==> src/rtl/serial_adder_ctrl.sv <==
// serial_adder_ctrl
// Bit-serial WIDTH-bit adder. One full-adder cell, built from two half adders
// and an OR for the carry, is reused over WIDTH clock cycles. The LSBs are
// processed first. Operands are accepted through a valid/ready handshake while
// IDLE, and the result is offered through a valid/ready handshake while DONE.
//
// Optional build macro: SERIAL_ADDER_SUB_EN
//   When this macro is defined, the block gains a 'sub' input.
//   With sub=1, b is loaded inverted and the carry starts at 1, so the block
//   computes a-b. In that case carry_out=1 means no borrow occurred.
//   When the macro is undefined, the block only adds and the carry always
//   starts at 0.

module half_adder (
  input  logic i_x,
  input  logic i_y,
  output logic o_s,
  output logic o_c
);
  assign o_s = i_x ^ i_y;
  assign o_c = i_x & i_y;
endmodule

module serial_adder_ctrl #(
  parameter  int WIDTH = 8,
  localparam int CNT_W = $clog2(WIDTH)
) (
  input  logic             clk,
  input  logic             rst,
`ifdef SERIAL_ADDER_SUB_EN
  input  logic             sub,
`endif
  input  logic             in_valid,
  output logic             in_ready,
  input  logic [WIDTH-1:0] a,
  input  logic [WIDTH-1:0] b,
  output logic             out_valid,
  input  logic             out_ready,
  output logic [WIDTH-1:0] sum,
  output logic             carry_out,
  output logic             busy
);

  // Controller states. The encoding 2'd3 is illegal and falls back to IDLE.
  localparam logic [1:0] ST_IDLE = 2'd0;
  localparam logic [1:0] ST_RUN  = 2'd1;
  localparam logic [1:0] ST_DONE = 2'd2;

  logic [1:0]       r_state;
  logic [1:0]       w_state_nxt;

  logic [WIDTH-1:0] r_a_sh;
  logic [WIDTH-1:0] r_b_sh;
  logic [WIDTH-1:0] r_res_sh;
  logic [WIDTH-1:0] r_sum;
  logic             r_carry;
  logic             r_carry_out;
  logic [CNT_W-1:0] r_cnt;

  logic             w_ha1_s;
  logic             w_ha1_c;
  logic             w_ha2_s;
  logic             w_ha2_c;
  logic             w_bit_c;
  logic             w_last;
  logic [WIDTH-1:0] w_res_shr;
  logic [WIDTH-1:0] w_res_nxt;
  logic [WIDTH-1:0] w_b_load;
  logic             w_carry_init;

  // Operand conditioning at load time.
  // Subtraction is a + ~b + 1, so invert b and seed the carry with 1.
`ifdef SERIAL_ADDER_SUB_EN
  assign w_b_load     = sub ? ~b : b;
  assign w_carry_init = sub;
`else
  assign w_b_load     = b;
  assign w_carry_init = 1'b0;
`endif

  // Shared full-adder cell: HA1 adds the operand bits, and HA2 adds the
  // stored carry to that partial sum.
  half_adder u_ha1 (
    .i_x (r_a_sh[0]),
    .i_y (r_b_sh[0]),
    .o_s (w_ha1_s),
    .o_c (w_ha1_c)
  );

  half_adder u_ha2 (
    .i_x (w_ha1_s),
    .i_y (r_carry),
    .o_s (w_ha2_s),
    .o_c (w_ha2_c)
  );

  assign w_bit_c = w_ha1_c | w_ha2_c;

  // The new sum bit enters the result register at the MSB end.
  // The LSB-first bits therefore land in place after WIDTH shifts.
  assign w_res_shr = r_res_sh >> 1;
  assign w_res_nxt = w_res_shr | (WIDTH'(w_ha2_s) << (WIDTH - 1));

  assign w_last = (r_cnt == CNT_W'(WIDTH - 1));

  // Next-state decode. Any illegal encoding returns to IDLE.
  always_comb begin
    w_state_nxt = r_state;
    case (r_state)
      ST_IDLE: begin
        if (in_valid) begin
          w_state_nxt = ST_RUN;
        end else begin
          w_state_nxt = ST_IDLE;
        end
      end
      ST_RUN: begin
        if (w_last) begin
          w_state_nxt = ST_DONE;
        end else begin
          w_state_nxt = ST_RUN;
        end
      end
      ST_DONE: begin
        if (out_ready) begin
          w_state_nxt = ST_IDLE;
        end else begin
          w_state_nxt = ST_DONE;
        end
      end
      default: begin
        w_state_nxt = ST_IDLE;
      end
    endcase
  end

  // State register.
  always_ff @(posedge clk or posedge rst) begin
    if (rst) begin
      r_state <= ST_IDLE;
    end else begin
      r_state <= w_state_nxt;
    end
  end

  // Operand shifters, running carry and bit counter.
  // The counter returns to 0 on the last bit, so it never passes WIDTH-1.
  always_ff @(posedge clk or posedge rst) begin
    if (rst) begin
      r_a_sh   <= '0;
      r_b_sh   <= '0;
      r_res_sh <= '0;
      r_carry  <= 1'b0;
      r_cnt    <= '0;
    end else begin
      case (r_state)
        ST_IDLE: begin
          if (in_valid) begin
            r_a_sh   <= a;
            r_b_sh   <= w_b_load;
            r_res_sh <= '0;
            r_carry  <= w_carry_init;
            r_cnt    <= '0;
          end else begin
            r_a_sh   <= r_a_sh;
            r_b_sh   <= r_b_sh;
            r_res_sh <= r_res_sh;
            r_carry  <= r_carry;
            r_cnt    <= r_cnt;
          end
        end
        ST_RUN: begin
          r_a_sh   <= r_a_sh >> 1;
          r_b_sh   <= r_b_sh >> 1;
          r_res_sh <= w_res_nxt;
          r_carry  <= w_bit_c;
          if (w_last) begin
            r_cnt <= '0;
          end else begin
            r_cnt <= r_cnt + CNT_W'(1);
          end
        end
        default: begin
          r_a_sh   <= r_a_sh;
          r_b_sh   <= r_b_sh;
          r_res_sh <= r_res_sh;
          r_carry  <= r_carry;
          r_cnt    <= r_cnt;
        end
      endcase
    end
  end

  // Result registers.
  // They capture only on the final RUN bit and otherwise hold, so sum and
  // carry_out stay stable through DONE backpressure and afterwards.
  always_ff @(posedge clk or posedge rst) begin
    if (rst) begin
      r_sum       <= '0;
      r_carry_out <= 1'b0;
    end else if ((r_state == ST_RUN) && w_last) begin
      r_sum       <= w_res_nxt;
      r_carry_out <= w_bit_c;
    end else begin
      r_sum       <= r_sum;
      r_carry_out <= r_carry_out;
    end
  end

  // Handshake and status outputs are decoded from the state register only.
  assign in_ready  = (r_state == ST_IDLE);
  assign busy      = (r_state == ST_RUN);
  assign out_valid = (r_state == ST_DONE);
  assign sum       = r_sum;
  assign carry_out = r_carry_out;

endmodule

==> config.mk <==
export PLATFORM = sky130hd
export DESIGN_NAME = serial_adder_ctrl
export DESIGN_NICKNAME = d
export VERILOG_FILES = /design/src/rtl/serial_adder_ctrl.sv
export SDC_FILE = /design/constraint.sdc
export NUM_CORES = 1
export LEC_CHECK = 0
export ABC_CLOCK_PERIOD_IN_PS = 2070
export CELL_PAD_IN_SITES_DETAIL_PLACEMENT = 1
export CELL_PAD_IN_SITES_GLOBAL_PLACEMENT = 2
export CORE_UTILIZATION = 36
export DETAILED_ROUTE_END_ITERATION = 12
export GPL_ROUTABILITY_DRIVEN = 0
export GPL_TIMING_DRIVEN = 0
export PLACE_DENSITY_LB_ADDON = 0.1
export SYNTH_ARGS = -nofsm -noshare
export SYNTH_HDL_FRONTEND = slang
export SYNTH_HIERARCHICAL = 1
export SYNTH_SLANG_ARGS = --single-unit
==> constraint.sdc <==
create_clock -name clk -period 2.07 [get_ports clk]
set_input_delay 0.207 -clock clk [delete_from_list [all_inputs] [get_ports clk]]
set_output_delay 0.207 -clock clk [all_outputs]
set_load 0.02 [all_outputs]
[Word level (Yosys, flattened, before mapping)]
Cells that the tools add are included.
Operators by class
  equal/unequal tests: 4
  reductions and logical operators: 4
  mux-type cells: 15
  add/subtract/negate cells: 1
  bitwise logic cells: 6
Operators with widths (count)
  $pmux W8 S2: 3
  $mux W8: 3
  $or A7 B8 Y8: 1
  $mux W3: 2
  $pmux W2 S3: 1
  $pmux W3 S2: 1
  $mux W2: 2
  $add A3 B1 Y3 const B: 1
  $eq A3 B3 Y1 const B: 1
  $and A1 B1 Y1: 2
  $eq A2 B1 Y1 const B: 1
  $eq A2 B2 Y1 const B: 1
  $logic_not A2 Y1: 1
  $mux W1: 2
  $ne A2 B2 Y1 const B: 1
  $pmux W1 S2: 1
  $reduce_and A2 Y1: 1
  $reduce_bool A2 Y1: 1
  $xor A1 B1 Y1: 2
  $logic_and A1 B1 Y1: 1
  $or A1 B1 Y1: 1
Word-level totals
  bits in registers: 39
  bits of input ports: 20
  logic and storage cells: 38

[Logic depth before layout (Yosys ltp)]
Gate-level depths: netlist of the first run.
  depth in word-level cells: 4
  mapped depth: 5
  depth with buffers taken out: 4

[By module]
The synthesis of the first run kept the hierarchy.
By module, submodules not included
  serial_adder_ctrl: cells an instance 143, area each 1904.3 um2, instances 1
  half_adder: cells an instance 1, area each 12.5 um2, instances 2

[Worst setup path before layout of the first run]
Ideal clock, no wire load.
  path type: register to register
  from: reg r_a_sh[0]
  to: reg r_carry_out, in the netlist carry_out
  stages on the path, launching flop included: 5
  library setup time: 0.125 ns
  data required time: 1.945 ns
  path slack: 0.571 ns
  clock period less this slack: 1.499 ns
  arrival: 1.374 ns
  cells stage by stage: dfrtp_1 ha_1 ha_1 or2_2 mux2_4
Between the ends
  word-level cells in the longest chain between the ends: 3
  elaborated cells on any way between the ends: 4
  classes of those cells: bitwise: 4
RTL lines
  start: declaration: line 52  | logic [WIDTH-1:0] r_a_sh;
  start signal: assignment: line 165  | r_a_sh <= r_a_sh;
  start signal: assignment: line 173  | r_a_sh <= r_a_sh >> 1;
  start signal: assignment: line 184  | r_a_sh <= r_a_sh;
  $xor A1 B1 Y1: line 20  | assign o_s = i_x ^ i_y;
  via w_ha1_s: line 60  | logic w_ha1_s;
  $and A1 B1 Y1: line 21  | assign o_c = i_x & i_y;
  via w_ha2_c: line 63  | logic w_ha2_c;
  $or A1 B1 Y1: line 97  | assign w_bit_c = w_ha1_c | w_ha2_c;
  end signal: assignment: line 203  | r_carry_out <= w_bit_c;
  end signal: assignment: line 206  | r_carry_out <= r_carry_out;
  end: declaration: line 57  | logic r_carry_out;
The timed path passes the listed nets, and every way through them passes these cells.
A chain may end at the register's enable or synchronous reset.

[Worst setup path after layout of the first run]
  from: reg r_state[1]
  to: out in_ready
Between the ends
  word-level cells in the longest chain between the ends: 1
RTL lines
  start: declaration: line 49  | logic [1:0] r_state;
  start signal: assignment: line 142  | r_state <= w_state_nxt;
  $logic_not A2 Y1: line 211  | assign in_ready = (r_state == ST_IDLE);
  end: declaration: line 34  | output logic in_ready,
No other way between the ends.

==> results of run 1 <==
==> layout by cell type (no fill, tap or decap), types with 4 or more instances in the layout <==
cell,Yosys,final
dfrtp_1,38,38
clkdlybuf4s50_1,0,29
inv_1,17,16
a22o_1,11,11
buf_6,9,9
mux2_4,9,9
nor2_1,8,8
nor4b_2,7,7
clkbuf_8,0,5
nor3b_2,4,4
a211oi_2,4,4
nor4b_1,4,4
a221oi_1,4,4
ha_1,4,4
==> metal layers <==
metal | global-route usage (%) | wire length, µm | up-vias
met5 | 0 | 0 | -
met4 | 6.173 | 65 | 0
met3 | 4.016 | 168 | 6
met2 | 27.93 | 2022 | 27
met1 | 21.01 | 1841 | 653
li1 | - | - | 595
==> logic make-up (layout without fill, tap and decap cells) <==
family          Yosys count  count (layout)  synth area share, %
compound gates           30              30                15.76
fa+ha+maj                 4               4                2.594
buf+inv                  29              66                9.468
flops                    38              38                49.29
mux                       9               9                7.004
simple gates             35              35                15.89
==> state kept, by name, summed over array words and instances (netlist names) <==
register   count
r_res_sh       7
r_state        2
r_b_sh         8
r_cnt          3
carry_out      1
r_a_sh         8
sum            8
r_carry        1
==> final cells by class <==
type | count | area, µm² | share of cell area (%)
repair buffers | 30 | 299.0 | 12.49
flip-flops and latches | 38 | 950.9 | 39.71
plain buffers | 12 | 118.9 | 4.963
well taps | 70 | 87.58 | 3.657
clock inverters | 2 | 10.01 | 0.4180
clock buffers | 5 | 68.82 | 2.874
multi-input cells | 78 | 795.8 | 33.23
inverters | 17 | 63.81 | 2.665
==> power by group through the flow <==
stage               sequential [µW]  clock, µW  combinational, µW
floorplan                      1340          0               1110
global placement               1290          0               1610
detailed placement             1300          0               1670
CTS                            1290        503               1670
global route                   1330        522               1800
finish                         1290        485               1630
==> stage by stage <==
| step | cells | worst slack (ns) |
|---|---|---|
| 3_3_place_gp | 245 | 0.1473 |
| 6_report | 252 | 0.06605 |
| 4_1_cts | 252 | 0.06007 |
| 3_5_place_dp | 245 | 0.2937 |
| 2_1_floorplan | 145 | 0.5708 |
| 5_1_grt | 252 | 0.03603 |
==> how the worst max path moves through the flow <==
stage / start / endpoint / slack [ns] / cells past startpoint
final: r_state[1] / in_ready / 0.07 / 3
after global routing: r_state[1] / in_ready / 0.04 / 3
after CTS: r_state[1] / in_ready / 0.06 / 3
after detailed placement: r_state[1] / busy / 0.29 / 4
after global placement: rst / r_a_sh[1] / 0.15 / 2
after floorplan: r_a_sh[0] / carry_out / 0.57 / 4
==> worst register-to-register path, delay by kind of cell, from the launching register on <==
kind                     cells  cell delay [ns]
multiplexers                 1             0.27
flip-flops                   1             0.38
AND/OR/NAND/NOR              1             0.31
adder cells (fa/ha/maj)      2             0.50
==> cell usage after synthesis <==
master / instances / area share, %
nor4b_2: 7 / 5.4
nand2_1: 1 / 0.19
a211oi_2: 4 / 2.6
a22o_1: 11 / 5.0
o21ai_0: 1 / 0.26
nor2_1: 8 / 1.6
or2_2: 1 / 0.32
nor3b_2: 4 / 2.6
nand4bb_1: 1 / 0.58
buf_4: 1 / 0.39
nor2b_4: 1 / 0.71
buf_6: 9 / 5.3
buf_2: 2 / 0.52
a221oi_1: 4 / 1.8
nor2_2: 1 / 0.32
nor4b_1: 4 / 1.8
nand3b_1: 1 / 0.39
o311ai_1: 1 / 0.45
a32o_1: 1 / 0.52
nor2b_1: 3 / 0.97
a222oi_1: 3 / 1.6
nand2b_1: 3 / 0.97
ha_1: 4 / 2.6
dfrtp_1: 38 / 49
mux2_4: 9 / 7.0
a21oi_1: 1 / 0.26
o21bai_4: 1 / 0.97
inv_1: 17 / 3.3
a221oi_2: 3 / 2.3
==> flow_summary.json, run 1 <==
{
  "fmax_mhz": 499.0,
  "antennaDiodeCount": 0,
  "min_from": "in_valid",
  "place_area_um2": 2317,
  "port_buffers": 30,
  "nFillCells": 577,
  "crit_path_cell_trace": "buf_4 > nor2_2 > clkdlybuf4s50_1",
  "crit_family": "buffers and inverters",
  "path_class": "flop to primary output",
  "post_cts_resized": 1,
  "final_util_pct": 46.59,
  "max_stage_delay_ns": 0.66,
  "ant_nets": 0,
  "fin_nets": 206,
  "p_sw_share_pct": 36.23,
  "ys_seq_elements": 38,
  "clock_path_buffers": 2,
  "clk_pin_slew_ns": 0.08,
  "fp.dieArea_um2": 5656,
  "first_iter_violations": 36,
  "synth_area_um2": 1929,
  "worst_ep_required_time_ns": 1.86,
  "intPower_uw": 2171,
  "regToRegSetupSlack_ns": 0.50,
  "crit_path_end_kind": "primary output",
  "hold_viol": 0,
  "final_area_um2": 2395,
  "whs_ns": 0.3465,
  "slowest_stage": "clkdlybuf4s50_1",
  "hold_depth": 3,
  "rsz0062_at_grt": "no",
  "hold_end": "r_a_sh[7]",
  "dr.pass1.iters": 4,
  "root_buffer": "clkbuf_8",
  "yosysUniqueCellTypes": 29,
  "drc_errors": 0,
  "initial_core_util_pct": 37.54,
  "total_power_uw": 3404,
  "peakVddDrop_mv": 0.4652,
  "cts_buffers": 5,
  "die_w_um": 75.21,
  "grt_pass1_wl_mm": 6.851,
  "clock_sinks": 38,
  "io_pins": 32,
  "core_area_um2": 5140,
  "via_per_inst": 5.083,
  "start_kind": "flop",
  "maxSlewHeadroom_pct": 46.95,
  "min_period_ns": 2.004,
  "wire_per_inst_um": 16.26,
  "clock_latency_ns": 0.29,
  "cp_data_arrival_time_ns": 1.80,
  "dp_hpwl_mm": 2.877,
  "reg2regPathDepth": 4,
  "cts_hold_buffers": 0,
  "yosysWarnings": 6,
  "p_sw_uw": 1233,
  "cap_violations": 0,
  "grt.total_usage_pct": 16.68,
  "via_count": 1281,
  "min_path_type": "primary input to flop",
  "finClkSkew_ns": 0.005915,
  "crit_buf_inv": 2,
  "cp_max_fo": 10,
  "pwr-share-seq_pct": 37.8,
  "grt_max_degree": 39,
  "min_period_over_period_pct": 96.81,
  "htreeDepth": 2,
  "antenna_found_initial": 0,
  "rr_startpoint": "r_a_sh[0]",
  "syn_inst": 145,
  "wl_mm": 4.098,
  "avgSynthCellArea_um2": 13.31,
  "p_clk_share_pct": 14.2,
  "worst_pin_slew_ns": 0.7945,
  "overflow": 0,
  "fp.dieH_um": 75.21,
  "slew_viol_final": 0,
  "cts_setup_buffers": 0,
  "setup_violations": 0,
  "p_per_area_nw_per_um2": 1422,
  "grt_pass1_vias": 1381,
  "power_frac_comb_pct": 48.0,
  "drive_gt1_share_pct": 28.02,
  "synth_fp_nets": 169,
  "rows": 26,
  "status": "finished clean",
  "area_delta_synth_final_pct": 24.12,
  "power_leakage_uw": 0.001081,
  "yosysSeqAreaShare_pct": 49.29,
  "cts_tree": "built",
  "setup-tns-final_ns": 0,
  "rr_endpoint": "carry_out"
}
Note: power is estimated with default switching activity, not from simulation.
==> run 2, diff against run 1 <==
--- a/config.mk
+++ b/config.mk
@@ -10,9 +10,9 @@
 export CELL_PAD_IN_SITES_GLOBAL_PLACEMENT = 2
 export CORE_UTILIZATION = 36
 export DETAILED_ROUTE_END_ITERATION = 12
-export GPL_ROUTABILITY_DRIVEN = 0
 export GPL_TIMING_DRIVEN = 0
 export PLACE_DENSITY_LB_ADDON = 0.1
+export REMOVE_ABC_BUFFERS = 1
 export SYNTH_ARGS = -nofsm -noshare
 export SYNTH_HDL_FRONTEND = slang
 export SYNTH_HIERARCHICAL = 1
==> flow_summary.json, run 2 (same netlist as run 1, synthesis figures left out) <==
{
  "initial_core_util_pct": 37.54,
  "cts_buffers": 5,
  "path_class": "flop to primary output",
  "finClkSkew_ns": 0.004637,
  "clock_latency_ns": 0.29,
  "cp-startpoint": "r_state[0]",
  "start_kind": "flop",
  "slew_viol_final": 0,
  "status": "finished clean",
  "crit_path_end": "out_valid",
  "cap_violations": 0,
  "htreeDepth": 2,
  "p_per_area_nw_per_um2": 1465,
  "via_per_inst": 5.196,
  "total_power_uw": 3456,
  "fp.dieArea_um2": 5656,
  "grt_pass1_wl_mm": 6.582,
  "min_period_ns": 1.968,
  "layout_commonest_cell": "dfrtp_1",
  "peakVddDrop_mv": 0.3836,
  "min_period_over_period_pct": 95.09,
  "clk_pin_slew_ns": 0.08,
  "instances_no_fill": 245,
  "core_area_um2": 5140,
  "grt_max_degree": 39,
  "final_area_um2": 2360,
  "first_iter_violations": 88,
  "antennaDiodeCount": 0,
  "regToRegSetupSlack_ns": 0.24,
  "place_area_um2": 2208,
  "worst_pin_slew_ns": 0.7999,
  "hold_viol": 0,
  "rr_startpoint": "r_cnt[0]",
  "via_count": 1273,
  "rr_endpoint": "carry_out",
  "overflow": 0,
  "drc_errors": 0,
  "cts_hold_buffers": 0,
  "wire_per_inst_um": 16.37,
  "area_delta_synth_final_pct": 22.31,
  "dr.pass1.iters": 4,
  "crit_path_end_kind": "primary output",
  "reg2regPathDepth": 4,
  "rows": 26,
  "min_path_type": "primary input to async pin",
  "drive_gt1_share_pct": 25.71,
  "fin_nets": 198,
  "dp_hpwl_mm": 2.395,
  "grt_pass1_vias": 1355,
  "cp_data_arrival_time_ns": 1.76,
  "port_buffers": 31,
  "io_pins": 32,
  "rsz0062_at_grt": "no",
  "layout_common_cells": "dfrtp_1, clkdlybuf4s50_1, inv_1",
  "layout_setup_ws_ns": 0.1017,
  "power_leakage_uw": 0.001046,
  "antenna_found_initial": 0,
  "clock_path_buffers": 2,
  "cts_tree": "built",
  "wl_mm": 4.010,
  "fmax_mhz": 508.1,
  "setup-tns-final_ns": 0,
  "ant_nets": 0,
  "placed_cells": 234,
  "maxSlewHeadroom_pct": 46.59,
  "cp_max_fo": 17,
  "grt.total_usage_pct": 15.66,
  "gp_congestion": 0.7008,
  "root_buffer": "clkbuf_8",
  "place_ws_ns": -0.5123,
  "worst_ep_required_time_ns": 1.86,
  "fp.dieH_um": 75.21,
  "die_w_um": 75.21,
  "clock_sinks": 38,
  "setup_violations": 0
}
run 2: report_power, final:
part           switching [µW]  total (µW)  leakage (µW)  internal (µW)
clock network             263         617     0.0000579            355
registers                 278        1360      0.000468           1080
logic                     680        1480      0.000520            796
total                    1220        3460       0.00105           2230
run 2: per-layer routing:
layer	GRT usage, %	part of all wire, %	up-vias	wire length, µm
li1	-	-	585	-
met1	20.34	41	657	1654
met2	25.63	54	29	2165
met3	4.150	4.3	2	171
met4	4.938	0.47	0	19
met5	0	0	-	0
run 2: worst min-delay path by stage:
stage | from | endpoint | cells after the start
6_report | rst | sum[7] | 2
5_1_grt | rst | sum[4] | 2
4_1_cts | rst | r_b_sh[2] | 2
3_5_place_dp | r_b_sh[7] | r_b_sh[7] | 1
3_3_place_gp | r_b_sh[7] | r_b_sh[7] | 1
2_1_floorplan | out_ready | r_state[1] | 1
run 2: stage by stage:
stage          utilization, %  hold WS (ns)
6_report                45.91        0.4002
5_1_grt                 45.91        0.4788
4_1_cts                 45.59        0.4336
3_5_place_dp            42.96        0.4893
3_3_place_gp            42.96        0.4785
2_1_floorplan               -        0.3151
run 2: what timing repair did:
action / 4_1_cts / 5_1_grt
resized for setup: 4 / 1
pin swaps: 0 / 0
setup buffers: 2 / 1
endpoints found under the setup margin: 25 / 3
run 2: final cells by class:
class / count / area [µm²]
flip-flops and latches: 38 / 958.4
inverters: 17 / 63.81
multi-input cells: 78 / 800.8
clock buffers: 5 / 68.82
repair buffers: 34 / 340.3
clock inverters: 3 / 40.04
fillers: 565 / 2780
well taps: 70 / 87.58
run 2: critical path, cell delays in order, from the launching register on:
cell,delay (ns)
dfrtp_4,0.60
nand2b_1,0.20
inv_1,0.07
clkdlybuf4s50_1,0.60
